`src/rtl/vga_pkg.sv`:
```
// Shared VGA timing constants, framebuffer geometry and the row-address
// helper used by the pixel-fetch stage.
package vga_pkg;

    localparam int H_ATIVO_INI = 144;
    localparam int H_ATIVO_FIM = 782;
    localparam int V_ATIVO_INI = 36;
    localparam int V_ATIVO_FIM = 514;

    localparam int SRC_W = 320;
    localparam int SRC_H = 240;
    localparam int FB_AW = 17;

    // What the output register does on a given cycle.
    typedef enum logic [1:0] {
        LD_ZERO = 2'd0,
        LD_POP  = 2'd1,
        LD_HOLD = 2'd2
    } load_t;

    // Byte address of the first pixel of source row r: base + r*320,
    // built from two shifts so no multiplier is needed.
    function automatic logic [FB_AW-1:0] row_start(input logic [FB_AW-1:0] base,
                                                   input logic [8:0]       r);
        logic [FB_AW-1:0] rw;
        rw = {{(FB_AW-9){1'b0}}, r};
        return base + (rw << 8) + (rw << 6);
    endfunction

endpackage

```
`src/rtl/fifo_pixel.sv`:
```
// Synchronous prefetch FIFO for 8-bit palette indices. Registered storage,
// no fall-through: a pushed byte becomes visible on the following cycle.
// Clear has priority over push and pop.
module fifo_pixel #(
    parameter int DEPTH = 16
) (
    input  logic                     clk,
    input  logic                     rst,
    input  logic                     clear,
    input  logic                     push,
    input  logic [7:0]               din,
    input  logic                     pop,
    output logic [7:0]               dout,
    output logic                     full,
    output logic                     empty,
    output logic [$clog2(DEPTH):0]   count
);

    localparam int AW = $clog2(DEPTH);

    logic [7:0]    mem [DEPTH];
    logic [AW-1:0] wr_ptr;
    logic [AW-1:0] rd_ptr;
    logic          do_push;
    logic          do_pop;

    assign full    = (count == (AW+1)'(DEPTH));
    assign empty   = (count == '0);
    assign do_push = push && !full && !clear;
    assign do_pop  = pop && !empty && !clear;
    assign dout    = mem[rd_ptr];

    // Storage write; data array is not reset.
    always_ff @(posedge clk) begin
        if (do_push) begin
            mem[wr_ptr] <= din;
        end
    end

    // Pointers and occupancy; simultaneous push and pop leave count unchanged.
    always_ff @(posedge clk or posedge rst) begin
        if (rst) begin
            wr_ptr <= '0;
            rd_ptr <= '0;
            count  <= '0;
        end else if (clear) begin
            wr_ptr <= '0;
            rd_ptr <= '0;
            count  <= '0;
        end else begin
            if (do_push) begin
                wr_ptr <= wr_ptr + 1'b1;
            end
            if (do_pop) begin
                rd_ptr <= rd_ptr + 1'b1;
            end
            case ({do_push, do_pop})
                2'b10:   count <= count + 1'b1;
                2'b01:   count <= count - 1'b1;
                default: ;
            endcase
        end
    end

endmodule

```
`src/rtl/leitor_pixel.sv`:
```
// Pixel-fetch stage feeding the VGA colour block. Follows the timing
// counters, prefetches one 320-byte source row per active line over an
// in-order request/grant read port, and doubles pixels in x and y.
// Optional macro LEITOR_UNDERFLOW_CNT_EN adds a saturating underflow counter.
module leitor_pixel
    import vga_pkg::*;
#(
    parameter logic [16:0] BASE        = 17'h0,
    parameter int          DEPTH       = 16,
    parameter int          FETCH_START = 0,
    parameter logic [7:0]  UNDER_COLOR = 8'hF9
) (
    input  logic        clk,
    input  logic        rst,
    input  logic [9:0]  contclk,
    input  logic [9:0]  l,
    output logic        mem_req,
    output logic [16:0] mem_addr,
    input  logic        mem_gnt,
    input  logic        mem_rvalid,
    input  logic [7:0]  mem_rdata,
    output logic [7:0]  cor_out,
    output logic        underflow
`ifdef LEITOR_UNDERFLOW_CNT_EN
    ,
    output logic [15:0] underflow_cnt
`endif
);

    localparam int          CW     = $clog2(DEPTH) + 1;
    localparam logic [9:0]  LD_INI = 10'(H_ATIVO_INI - 1);

    logic          line_act;
    logic          line_start;
    logic [8:0]    r;
    logic [8:0]    issued;
    logic [CW-1:0] outstanding;
    logic [CW-1:0] discard;
    logic [CW-1:0] out_next;
    logic [CW-1:0] fifo_count;
    logic          fetch_on;
    logic          acc;
    logic          drop;
    logic          ret_keep;
    logic          push;
    logic          fifo_empty;
    logic          fifo_full;
    logic [7:0]    fifo_dout;
    load_t         load;

    assign line_act   = (l >= 10'(V_ATIVO_INI)) && (l <= 10'(V_ATIVO_FIM));
    assign line_start = line_act && (contclk == 10'(FETCH_START));
    assign r          = 9'((l - 10'(V_ATIVO_INI)) >> 1);

    // Requests stop once the row is issued or buffer plus in-flight beats
    // would fill the FIFO; that sum only grows on a grant, so a pending
    // request cannot drop before it is accepted.
    assign mem_req  = fetch_on && (issued < 9'(SRC_W)) &&
                      (({1'b0, fifo_count} + {1'b0, outstanding}) < (CW+1)'(DEPTH));
    assign acc      = mem_req && mem_gnt;
    assign out_next = outstanding + CW'(acc) - CW'(mem_rvalid);

    // A beat returning on the line-start cycle is already counted in the
    // discard value latched that cycle, so it is dropped here.
    assign drop     = mem_rvalid && (line_start || (discard != '0));
    assign ret_keep = mem_rvalid && !drop;
    assign push     = ret_keep && !fifo_full;

    // Load decision for column x' = contclk + 1 - 144; x' even pops.
    always_comb begin
        load = LD_ZERO;
        if (line_act && (contclk >= LD_INI) && (contclk <= 10'(H_ATIVO_FIM))) begin
            load = (contclk[0] == LD_INI[0]) ? LD_POP : LD_HOLD;
        end
    end

    fifo_pixel #(.DEPTH(DEPTH)) u_fifo (
        .clk   (clk),
        .rst   (rst),
        .clear (line_start),
        .push  (push),
        .din   (mem_rdata),
        .pop   (load == LD_POP),
        .dout  (fifo_dout),
        .full  (fifo_full),
        .empty (fifo_empty),
        .count (fifo_count)
    );

    // Request side: row restart on line start, address walk on grant, and
    // in-flight / discard bookkeeping. A grant on the line-start cycle still
    // belongs to the old row, so it is folded into the discard count.
    always_ff @(posedge clk or posedge rst) begin
        if (rst) begin
            fetch_on    <= 1'b0;
            issued      <= '0;
            mem_addr    <= '0;
            outstanding <= '0;
            discard     <= '0;
        end else begin
            outstanding <= out_next;
            if (line_start) begin
                fetch_on <= 1'b1;
                issued   <= '0;
                mem_addr <= row_start(BASE, r);
                discard  <= out_next;
            end else begin
                if (acc) begin
                    issued   <= issued + 1'b1;
                    mem_addr <= mem_addr + 1'b1;
                end
                if (mem_rvalid && (discard != '0)) begin
                    discard <= discard - 1'b1;
                end
            end
        end
    end

    // Output register: pop head, hold on odd columns, zero outside the picture.
    always_ff @(posedge clk or posedge rst) begin
        if (rst) begin
            cor_out   <= 8'h00;
            underflow <= 1'b0;
        end else begin
            case (load)
                LD_POP: begin
                    if (fifo_empty) begin
                        cor_out   <= UNDER_COLOR;
                        underflow <= 1'b1;
                    end else begin
                        cor_out <= fifo_dout;
                    end
                end
                LD_HOLD: ;
                default: cor_out <= 8'h00;
            endcase
        end
    end

`ifdef LEITOR_UNDERFLOW_CNT_EN
    // Saturating count of pops that found the FIFO empty.
    always_ff @(posedge clk or posedge rst) begin
        if (rst) begin
            underflow_cnt <= 16'h0000;
        end else if ((load == LD_POP) && fifo_empty && (underflow_cnt != 16'hFFFF)) begin
            underflow_cnt <= underflow_cnt + 16'h0001;
        end
    end
`endif

endmodule

```
`config.mk`:
```
export PLATFORM = sky130hd
export DESIGN_NAME = leitor_pixel
export DESIGN_NICKNAME = d
export VERILOG_FILES = /design/src/rtl/vga_pkg.sv /design/src/rtl/fifo_pixel.sv /design/src/rtl/leitor_pixel.sv
export SDC_FILE = /design/constraint.sdc
export NUM_CORES = 1
export LEC_CHECK = 0
export BUFFER_PORTS_ARGS = -buffer_cell sky130_fd_sc_hd__buf_4
export CAP_MARGIN = 5
export CORE_MARGIN = 1.5
export CORE_UTILIZATION = 40
export CTS_CLUSTER_SIZE = 8
export DETAILED_ROUTE_END_ITERATION = 8
export GPL_ROUTABILITY_DRIVEN = 1
export SLEW_MARGIN = 20
export SYNTH_ARGS = -nofsm -noshare
export SYNTH_HDL_FRONTEND = slang
export SYNTH_HIERARCHICAL = 1
export SYNTH_SLANG_ARGS = --single-unit
export TNS_END_PERCENT = 5
```
`constraint.sdc`:
```
create_clock -name clk -period 4.9 [get_ports clk]
set_clock_uncertainty 0.1 [all_clocks]
set_input_delay 0.98 -clock clk [delete_from_list [all_inputs] [get_ports clk]]
set_output_delay 0.98 -clock clk [all_outputs]
set_load 0.02 [all_outputs]
```
==> reports/summary.txt <==
sequential area share after synthesis: 0.602
Mapped Cells: 607
first-pass GRT wire length: 28900 um
RePlAce Congestion: 0.817
CP Max Fanout: 10
GRT Total Usage: 0.167
routed wire length: 17900 um
clk root buf: clkbuf_16
setup ws final: 0.691 ns
Die X: 152 um
Core Box Area: 21800 sq um
std cell rows: 54
Clock Sinks: 187
unrepaired setup endpoints after global routing: no
minimum clock period after layout: 4.21 ns
EDFF count, synth: 128
Slew Limit Fails: 0
YS warnings: 6
Netlist cell types: 64
I/O pin cnt: 59
DP HPWL: 12500 um
number of gates resized after CTS: 0
CTS Buf Count: 17
antenna violations before repair: 0
slowest CP cell: or3_1
Cell Area, Synth: 8840 sq um
IO buf count: 58
largest net degree at the start of global routing: 66
synthesized net count: 672
Tcrit/Tclk final: 0.859
kind of cell adding the most delay to the critical path: simple AND/OR/NAND/NOR gates
CP startpoint kind: primary input
Critical Path Max Stage Delay: 0.52 ns
Nets: 744
TritonCTS clock tree: done
most common library cells after synthesis: edfxtp_1 (128), nor2_1 (78), dfrtp_1 (59), mux4_2 (40)
Layout area overhead: 16.2%
CP Cell Sequence: buf_4 -> inv_1 -> ha_1 -> nand2_1 -> mux2i_1 -> o41ai_4 -> o21ai_2 -> or3_1 -> inv_6 -> o21ai_2 -> or3_1 -> inv_1 -> ha_1 -> nor2_1 -> a21oi_1 -> or4_1 -> a31oi_1
Total Power: 0.00484 W
Crit Path Class: in -> reg
Least-Margin Pin Slew: 0.903 ns
DR DRC count: 0
vias: 5208
WL/cell: 18.5 um
GRT Residual Overflow: 0
Syn Area/Cell: 14.6 sq um
ys flop type: edfxtp_1
H-tree depth: 4
ANT nets after route: 0
postcts setup bufs: 0
Multi-input gate area: 3270 sq um
PD cells: 471 nW/um^2
Synth Register Bits: 187
status: completed
latest clock arrival within the worst-skew pair: 0.43 ns
vias in the first global route: 5310
starting density of the core: 0.406
n_diodes: 0
Slew HR: 0.398
fmax: 238 MHz
Seq. cell area: 5320 sq um
hold buffer count at cts: 0
leakage: 3.98 nW
Starting DRT DRC Count: 311
total die area: 23000 sq um
worst min path class: reg -> reg
most common cell in the netlist: edfxtp_1
FILL cells: 1874
asr flop ratio synth: 0.316
WP data arrival: 4.46 ns
Final Hold Viols: 0
Fin Setup TNS: 0 ns
clk slew on worst S/H paths: 0.08 ns
CP required: 5.15 ns
Yosys top cell by area: edfxtp_1
top cell type's share of synthesized area: 0.435
max-cap viol count: 0
Worst Setup End Kind: flop
CTS Buffer Depth: 2
drt via density: 5.36
die height: 152 um
First-pass DRT Iterations: 5
share of layout cells above drive strength 1: 0.253
peak supply drop: 0.275 mV
Placement Setup Slack: 0.247 ns
ranking of synthesized cells by area: edfxtp_1 (43%), dfrtp_1 (17%), mux4_2 (10%), ha_1 (4.2%), nor2_1 (3.3%)
CP bufs+invs: 4
final setup fails: 0
## power by group
group	total (W)	internal (W)	switching [W]
Combinational	0.00131	0.000690	0.000618
Clock	0.00143	0.000713	0.000714
Sequential	0.00211	0.00182	0.000289
Total	0.00484	0.00322	0.00162
## placed cells by master (no fill, tap or decap), types with 3 or more instances in the layout
cell type / instances
xor2_1: 30
nand4_1: 10
nor3_1: 8
mux2i_1: 8
nand3_1: 9
clkinv_8: 4
inv_12: 4
inv_8: 5
ha_1: 30
mux2_2: 4
mux4_2: 40
and4_1: 4
dfrtp_1: 57
buf_4: 77
and3_1: 4
edfxtp_1: 128
a21o_1: 5
fa_1: 3
nand2_1: 23
xnor2_1: 19
a211oi_1: 3
mux2_1: 3
nor4b_1: 6
clkbuf_16: 17
a21oi_1: 16
nand2b_1: 4
o2bb2ai_1: 7
nor2_1: 78
o21ai_0: 9
inv_1: 27
or4_1: 3
or3_1: 4
## stage by stage
step	hold WS, ns	util	instance area (sq um)	instances
finish	0.371	0.472	10300	972
global route	0.413	0.472	10300	972
CTS	0.376	0.472	10300	972
detailed placement	0.357	0.443	9640	940
global placement	0.344	0.443	9640	940
floorplan	0.330	-	8840	607
## logic make-up (layout without fill, tap and decap cells)
group,count (synthesis),count (layout),share of synthesized area
compound gates,61,61,0.0544
flops,187,187,0.602
buf+inv,53,138,0.0279
mux,55,55,0.120
xor+xnor,49,49,0.0486
simple gates,169,169,0.0980
fa+ha+maj,33,33,0.0493
## metal layers
| layer | wire, um | track usage | up-vias |
|---|---|---|---|
| met5 | 0 | 0 | - |
| met4 | 204 | 0.0462 | 0 |
| met3 | 809 | 0.0371 | 23 |
| met2 | 8910 | 0.275 | 123 |
| met1 | 8010 | 0.224 | 2645 |
| li1 | - | - | 2417 |
## path summary, 6_finish.rpt
kind | from | end | slack, ns | cells past startpoint
worst min-delay path | fetch_on | fetch_on | 0.37 | 1
worst max-delay path | l[2] | u_fifo/count[4] | 0.69 | 17
max in group asynchronous | rst | mem_addr[2] | 3.61 | 2
worst max register to register | u_fifo/count[4] | discard[4] | 1.09 | 13
min in group asynchronous | rst | u_fifo/count[1] | 0.51 | 2
worst min register to register | fetch_on | fetch_on | 0.37 | 1
## flip-flops by register name (all words and copies together), names as in the netlist, 5 cells and up
| register | flops |
|---|---|
| issued | 9 |
| u_fifo/count | 5 |
| mem_addr | 17 |
| outstanding | 5 |
| cor_out | 8 |
| u_fifo/mem | 128 |
| discard | 5 |
## cell type report
type	count	area share
sequential	187	0.518
clock buffer	17	0.0414
inverter	29	0.0112
clock inverter	15	0.0199
multi-input combinational	367	0.319
timing repair buffer	77	0.0563
tap	280	0.0341
Note: power is estimated with default switching activity, not from simulation.
